[config.mk]
export PLATFORM = sky130hd
export DESIGN_NAME = nfc_cmd_arbiter
export DESIGN_NICKNAME = d
export VERILOG_FILES = /design/src/rtl/nfc_pkg.sv /design/src/rtl/nfc_rr_pick.sv /design/src/rtl/nfc_cmd_arbiter.sv
export SDC_FILE = /design/constraint.sdc
export NUM_CORES = 1
export LEC_CHECK = 0
export CAP_MARGIN = 20
export CORE_ASPECT_RATIO = 1.2
export CORE_UTILIZATION = 55
export CTS_CLUSTER_DIAMETER = 30
export DETAILED_ROUTE_END_ITERATION = 10
export DONT_BUFFER_PORTS = 1
export HOLD_SLACK_MARGIN = 0.12
export PLACE_DENSITY = 0.78
export SETUP_SLACK_MARGIN = 0.4
export SYNTH_ARGS = -nofsm -noshare
export SYNTH_HDL_FRONTEND = slang
export SYNTH_SLANG_ARGS = --single-unit
[constraint.sdc]
create_clock -name CLK -period 2.45 [get_ports CLK]
set_input_delay 0.245 -clock CLK [delete_from_list [all_inputs] [get_ports CLK]]
set_output_delay 0.245 -clock CLK [all_outputs]
set_load 0.02 [all_outputs]
[src/rtl/nfc_pkg.sv]
// Shared types for the NAND command-port arbiter: FSM states, command code, status flags.
// Pure declarations; no timing or flow control of its own.
package nfc_pkg;

   localparam int ROW_ADDR_WIDTH = 24;

   typedef enum logic [1:0] {IDLE, START, WAIT, RESP} nfc_arb_state_t;

   typedef logic [2:0] nfc_cmd_t;

   typedef struct packed {
      logic p;
      logic e;
      logic r;
   } nfc_err_t;

   // Port index reached by stepping ofs places up from base, wrapping at n.
   function automatic int rr_index(input int base, input int ofs, input int n);
      return (base + ofs) % n;
   endfunction

endpackage

[src/rtl/nfc_rr_pick.sv]
// Round-robin winner select: first set request at or above ptr, wrapping; combinational, 0 cycles.
// No flow control; the parent only consults it while idle.
module nfc_rr_pick
   import nfc_pkg::*;
#(
   parameter int NREQ = 2
) (
   input  logic [NREQ-1:0]         req,
   input  logic [$clog2(NREQ)-1:0] ptr,
   output logic [NREQ-1:0]         win,
   output logic [$clog2(NREQ)-1:0] idx
);

   localparam int PW = $clog2(NREQ);

   logic found;

   always_comb begin
      win   = '0;
      idx   = '0;
      found = 1'b0;
      for (int i = 0; i < NREQ; i++) begin
         if (!found && req[rr_index(int'(ptr), i, NREQ)]) begin
            found = 1'b1;
            win[rr_index(int'(ptr), i, NREQ)] = 1'b1;
            idx = PW'(rr_index(int'(ptr), i, NREQ));
         end
      end
   end

endmodule

[src/rtl/nfc_cmd_arbiter.sv]
// Round-robin sharing of the NAND controller command port; req->nfc_strt 1 cycle, done_o 1 cycle after nfc_done.
// No backpressure: requesters hold req_i until done_o; one command in flight, watchdog forces completion.
module nfc_cmd_arbiter
   import nfc_pkg::*;
#(
   parameter int NREQ    = 2,
   parameter int ROW_AW  = ROW_ADDR_WIDTH,
   parameter int TIMEOUT = 65535
) (
   input  logic                     CLK,
   input  logic                     RES,
   input  logic [NREQ-1:0]          req_i,
   input  logic [NREQ*3-1:0]        cmd_i,
   input  logic [NREQ*ROW_AW-1:0]   addr_i,
   output logic [NREQ-1:0]          gnt_o,
   output logic [NREQ-1:0]          done_o,
   output logic [2:0]               err_o,
   output logic                     timeout_o,
   output nfc_cmd_t                 nfc_cmd,
   output logic [ROW_AW-1:0]        RWA,
   output logic                     nfc_strt,
   input  logic                     nfc_done,
   input  logic                     PErr,
   input  logic                     EErr,
   input  logic                     RErr,
   output logic                     busy_o
);

   localparam int PW = $clog2(NREQ);
   localparam int WW = $clog2(TIMEOUT + 1);
   localparam logic [WW-1:0] WD_TERM = WW'(TIMEOUT - 1);
   localparam logic [PW-1:0] LAST_PORT = PW'(NREQ - 1);

   nfc_arb_state_t  state;
   logic [PW-1:0]   rr_ptr;
   logic [PW-1:0]   w_idx;
   logic [PW-1:0]   pick_idx;
   logic [NREQ-1:0] pick_win;
   logic [WW-1:0]   wd_cnt;
   nfc_err_t        stat;

   assign stat = '{p: PErr, e: EErr, r: RErr};

   nfc_rr_pick #(.NREQ(NREQ)) u_pick (
      .req (req_i),
      .ptr (rr_ptr),
      .win (pick_win),
      .idx (pick_idx)
   );

   always_ff @(posedge CLK) begin
      if (!RES) begin
         state     <= IDLE;
         rr_ptr    <= '0;
         w_idx     <= '0;
         wd_cnt    <= '0;
         gnt_o     <= '0;
         done_o    <= '0;
         err_o     <= '0;
         timeout_o <= 1'b0;
         nfc_cmd   <= '0;
         RWA       <= '0;
         nfc_strt  <= 1'b0;
         busy_o    <= 1'b0;
      end else begin
         done_o    <= '0;
         timeout_o <= 1'b0;
         nfc_strt  <= 1'b0;
         case (state)
            IDLE: begin
               if (|req_i) begin
                  state    <= START;
                  gnt_o    <= pick_win;
                  w_idx    <= pick_idx;
                  nfc_strt <= 1'b1;
                  nfc_cmd  <= cmd_i[int'(pick_idx)*3 +: 3];
                  RWA      <= addr_i[int'(pick_idx)*ROW_AW +: ROW_AW];
                  busy_o   <= 1'b1;
               end
            end
            START: begin
               state  <= WAIT;
               wd_cnt <= '0;
            end
            WAIT: begin
               if (wd_cnt != '1)
                  wd_cnt <= wd_cnt + 1'b1;
               // A real completion on the terminal-count cycle beats the watchdog.
               if (nfc_done) begin
                  err_o  <= stat;
                  done_o <= gnt_o;
                  state  <= RESP;
               end else if (wd_cnt == WD_TERM) begin
                  err_o     <= '0;
                  done_o    <= gnt_o;
                  timeout_o <= 1'b1;
                  state     <= RESP;
               end
            end
            RESP: begin
               state  <= IDLE;
               gnt_o  <= '0;
               busy_o <= 1'b0;
               rr_ptr <= (w_idx == LAST_PORT) ? '0 : w_idx + 1'b1;
            end
            default: state <= IDLE;
         endcase
      end
   end

endmodule

==> summary.md <==
| Metric | Value |
|---|---|
| Mapped Cells | `just over 300` |
| Tcrit/Tclk final | `0.7581` |
| F_max | `between 500 and 600 MHz` |
| Crit Path Category | `reg2reg` |
| Clk pin slew, worst setup/hold paths | `about 0.060 ns` |
| Chip Height | `79.83 um` |
| Status | `complete, no violations` |
| Clk sink count | `57` |
| Post-synth net total | `roughly 370` |
| Skew-Pair Late Insertion Delay | `roughly 0.33 ns` |
| Post-DR wirelength/cell | `between 15 and 20 um` |
| Largest cells by area after synthesis | `dfxtp_1 (41%), mux2i_1 (11%), a211oi_1 (7.3%)` |
| Initial core utilization | `0.5870` |
| Synth top cells by count | `dfxtp_1 (57), nor2_1 (38), mux2i_1 (31), a211oi_1 (27), nand2_1 (14)` |
| Main synth FF type | `dfxtp_1` |
| CP cell instances | `inv_1 > ha_1 > nor2_1 > a31oi_1 > a41oi_1 > a21oi_1` |
| CTS max path bufs | `2` |
| Diode count | `0` |
| Total iterations of the first detailed-routing run | `4` |
| CTS tree | `built` |
| Worst path bufs/invs | `1` |
| Post-synthesis sequential area ratio | `0.4110` |
| Layout cell share with drive strength beyond 1 | `0.1039` |
| LEAKAGE | `1.225 nW` |
| First-pass GRT wire length | `9.742 mm` |
| Slowest Stage Delay on Critical Path | `0.52 ns` |
| Crit Path Max Fanout | `11` |
| Dpl cell area | `2788 sq um` |
| GPL Wtd Cong | `0.8987` |
| Element type at the critical path end | `register` |
| Final hold slack | `0.1409 ns` |
| Pre-CTS setup slack | `0.5947 ns` |
| R2R cell count | `6` |
| Cell Pwr Density | `1044 nW/um^2` |
| Top-count cell post-synth | `dfxtp_1` |
| Crit path max-delay family | `simple AND/OR/NAND/NOR gates` |
| Final Hold Violating Endpoints | `0` |
| Core ar. | `roughly 4700 sq um` |
| Yosys top cell area share | `0.4110` |
| Htree depth | `3` |
| GRT Resource Usage Total | `0.2443` |
| Drt drc | `0` |
| Levels on crit path | `6` |
| Yosys cell types | `48` |
| Setup-failing EPs final | `0` |
| Yosys warning count | `0` |
| Rows | `27` |
| FILL cells | `407` |
| Worst-Margin Slew | `around 0.6 ns` |
| CP max stage cell | `nor2_1` |
| #FFs+latches synth | `57` |
| CTS buffer count | `9` |
| Number of I/O pins | `99` |
| Starting DRT DRC Count | `253` |
| Final min period | `1.857 ns` |
| Vias | `2311` |
| Post-route ant nets | `0` |
| Hold-critical path depth | `2` |
| Largest net degree at the start of global routing | `57` |
| Max Cap Viol | `0` |
| Cell count after placement | `344` |
| Final #Nets | `372` |
| CP arrival | `2.07 ns` |
| Vias in the first global route | `2245` |
| Cell Area, Synth | `2776 sq um` |
| Setup ws final | `just under 0.6 ns` |
| Finished Cell Area | `slightly above 3000 sq um` |
| Setup TNS | `0 ns` |
| Synth-to-layout area growth | `9.734%` |
| Port bufs | `0` |
| Synth async-reset ratio | `0` |
| Clk_skew | `between 0.005 and 0.006 ns` |
| Crit start category | `register` |
| Chip Width | `66.86 um` |
| Total congestion overflow | `0` |
| Worst vdd rail ir drop | `a little under 0.7 mV` |
| Pins over their slew limit | `0` |
| Syn_area_per_cell | `around 9 sq um` |
| Die area | `5337 sq um` |
| DRT Wirelength | `slightly below 6 mm` |
| Final HPWL DP | `4.220 mm` |
| RSZ-0062 raised after global routing | `no` |
| Post-synth top area cell | `dfxtp_1` |
| CP required | `2.66 ns` |
| Min-delay worst type | `in2reg` |
| Rel. slew slack | `0.6073` |
| Root Buffer | `clkbuf_8` |
| Initial antenna violation count | `0` |
| Final std cells w/o fill | `366` |
| Number of flops mapped to enable cells by yosys | `0` |
| Post-DR vias/cell | `6.314` |
==> placed cells by master, fill, tap and decap left out, types with 4 or more instances in the layout <==
| cell | n |
|---|---|
| nand2_1 | 14 |
| dfxtp_1 | 57 |
| a31oi_1 | 11 |
| a21oi_1 | 8 |
| a311oi_1 | 4 |
| buf_4 | 4 |
| clkbuf_8 | 13 |
| nor2_1 | 37 |
| inv_1 | 10 |
| nand3_1 | 11 |
| a211oi_1 | 27 |
| nor3_1 | 7 |
| ha_1 | 7 |
| mux2i_1 | 31 |
| dlygate4sd3_1 | 6 |
| nand4_1 | 7 |
==> registers in the layout, summed over array words and instances (netlist names) <==
signal	flops
RWA	24
busy_o	1
done_o	2
err_o	3
gnt_o	2
nfc_cmd	3
nfc_strt	1
rr_ptr	1
state	2
timeout_o	1
w_idx	1
wd_cnt	16
==> layer usage <==
metal,track usage,routed length (um),vias to the layer above
met2,0.4273,3053,95
met1,0.2551,2291,1058
met4,0.1170,102,0
met5,0,0,-
met3,0.08429,449,13
li1,-,-,1145
==> worst paths after layout <==
kind / start / to / slack [ns]
worst max-delay path: state[0] / wd_cnt[13] / 0.59
worst min-delay path: addr_i[30] / RWA[6] / 0.14
worst max register to register: state[0] / wd_cnt[13] / 0.59
worst min register to register: wd_cnt[14] / wd_cnt[14] / 0.50
==> per-stage QoR <==
| stage | util | total power [W] |
|---|---|---|
| 3_3_place_gp | 0.5894 | 0.002333 |
| 3_5_place_dp | 0.5894 | 0.002368 |
| 6_report | 0.6442 | 0.003182 |
| 5_1_grt | 0.6442 | 0.003393 |
| 2_1_floorplan | - | 0.002178 |
| 4_1_cts | 0.6429 | 0.003200 |
==> where the power goes <==
group	total (W)	internal (W)	leakage (nW)	switching [W]
Sequential	0.00149	0.00113	0.468	0.000360
Combinational	0.000866	0.000331	0.655	0.000535
Clock	0.000822	0.000474	0.102	0.000348
==> cell type report <==
cell class / count / area (sq um) / share of cell area
Clock buffer: 14 / 182.7 / 0.05996
Clock inverter: 2 / 10.01 / 0.003285
Inverter: 10 / 37.54 / 0.01232
Multi-Input combinational cell: 215 / 1513 / 0.4965
Sequential cell: 57 / 1141 / 0.3745
Tap cell: 58 / 72.57 / 0.02382
Timing Repair Buffer: 10 / 90.09 / 0.02957
==> worst register-to-register path: stages, from the launching register on <==
cell and delay (ns):
dfxtp_1 0.38, inv_1 0.10, ha_1 0.33, nor2_1 0.52, a31oi_1 0.12, a41oi_1 0.24, a21oi_1 0.06
==> cells by family after synthesis <==
kind of cell,Yosys count,share of synthesized area
fa+ha+maj,7,0.03154
mux,31,0.1118
simple gates,103,0.1987
compound gates,74,0.1938
buf+inv,32,0.05318
flops,57,0.4110
==> what timing repair did <==
item	in CTS	in global routing
hold buffers	6	0
resized for setup	0	1
hold endpoints to repair	10	0
buffers inserted	0	0
endpoints found under the setup margin	0	1
Power figures use the tool's default switching activity.
==> patch (same settings) <==
Re-encode `nfc_arb_state_t` (4 states) as Gray code, 2 bits wide.
--- a/src/rtl/nfc_pkg.sv
+++ b/src/rtl/nfc_pkg.sv
@@ -5,5 +5,5 @@
    localparam int ROW_ADDR_WIDTH = 24;
 
-   typedef enum logic [1:0] {IDLE, START, WAIT, RESP} nfc_arb_state_t;
+   typedef enum logic [1:0] {IDLE = 2'b00, START = 2'b01, WAIT = 2'b11, RESP = 2'b10} nfc_arb_state_t;
 
    typedef logic [2:0] nfc_cmd_t;
Check against the original RTL: no difference found for any inputs over 4 cycles, from zero or initial values; so few cycles prove little.
==> patch against the original RTL <==
Global-route usage about the same. Wire length increased by 3.7%. Synthesized area shrank 0.90%. Sequential cell count is the same. Final area fell by 0.29%. Setup slack worse by 0.052 ns. Largest cell class unchanged. Highest routed layer unchanged.
Power is not compared: it rests on default switching activity, and its combinational part moved more than twofold at a synthesized area within 25%.
==> patch: results (changes against the original RTL) <==
- Capture point of the worst reg-to-reg path: wd_cnt[8]
- Synth top area cells: dfxtp_1 41%, mux2i_1 9.8%, a211oi_1 8.2%
- Adder and majority gate portion of the synthesized area: 0.9095% (-2.2 points)
- Worst path max stage delay: 0.40 ns (-0.12 ns)
- Placement-stage worst setup slack: 0.5857 ns (-0.008942 ns)
- Maximum resistive drop on vdd: 0.0005060 V
- Least-Margin Pin Slew: 0.5888 ns (+0.001921 ns)
- Post-CTS Hold Fix Bufs: 5 (-1)
- Portion of netlist area occupied by mux cells: 9.823% (-1.4 points)
- Final-stage net count: 365 (-1.9%)
- Largest registers ranked by flip-flop count: RWA (24), wd_cnt (16)
- Number of detailed-route iterations in the first pass: 5 (+1)
- Source-to-sink clock delay at the later pin of the worst-skew pair: 0.34 ns
- Depth of the worst register-to-register path: 5 (-1)
- Worst-case clock skew: 0.009813 ns (+0.004152 ns)
- Critical-path cell with the highest stage delay: dfxtp_1
- Routed Wire Length: 6115 µm (+3.7%)
- Hold Crit Class: in2reg
- Critical Path Start: wd_cnt[0]
- Worst min-delay path startpoint: RES
- Post-route non-filler standard cell count: 364 (-0.55%)
- First-pass GRT wire length: 9639 µm (-1.1%)
- Run status: finished, final reports clean
- Number of DRC markers after the initial detailed-route iteration: 167 (-34%)
- Worst path arrival time: 2.14 ns (+0.07 ns)
- Via count of the first global-routing pass: 2115 (-5.8%)
- Hold Slack: 0.1266 ns (-0.01432 ns)
- Placer congestion estimate: 0.8967 (-0.22%)
- Per-instance average area after synthesis: 9.111 µm² (-0.25%)
- Proportion of synthesized chip area in sequential cells: 41.47% (+0.37 points)
- Commonest cells in the synthesized netlist: 57 x dfxtp_1, 35 x nor2_1, 30 x a211oi_1
- Worst Hold Path EP: wd_cnt[11]
- Post-placement cell count: 343 (-0.29%)
- DR vias/cell: 6.396 (+1.3%)
- Post-synthesis cell type count: 52 (+8.3%)
- GRT Overall Usage: 24.42% (about the same)
- Synth Area in Compound Gates: 21.78% (+2.4 points)
- Area post-placement: 0.002781 mm² (-0.22%)
- HPWL after detailed placement: 4079 µm (-3.3%)
patch: per-layer routing:
layer	global-route usage, %	vias to the layer above	share of wire, %
met5	0	-	0
met3	6.000	17	7.3
met4	16.81	0	3.1
met1	28.52	1049	41
li1	-	1151	-
met2	38.59	111	48
patch: cell type report:
| class | count | area (µm²) |
|---|---|---|
| fill | 377 | 1658 |
| multi-input combinational | 211 | 1461 |
| sequential | 57 | 1141 |
| clock buffer | 12 | 155.1 |
| timing repair buffer | 13 | 122.6 |
| tap | 58 | 72.57 |
| clock inverter | 4 | 51.30 |
| inverter | 9 | 33.78 |
patch: power by group:
part / switching [mW] / internal [mW] / total [mW]
Combinational: 0.142 / 0.101 / 0.243
Sequential: 0.117 / 0.990 / 1.11
Clock: 0.375 / 0.525 / 0.899
patch: worst max path at each step:
stage | end | cells past startpoint
after CTS | wd_cnt[8] | 5
after floorplan | wd_cnt[8] | 5
after detailed placement | wd_cnt[8] | 5
final | wd_cnt[8] | 5
after global placement | wd_cnt[8] | 5
after global routing | wd_cnt[8] | 5
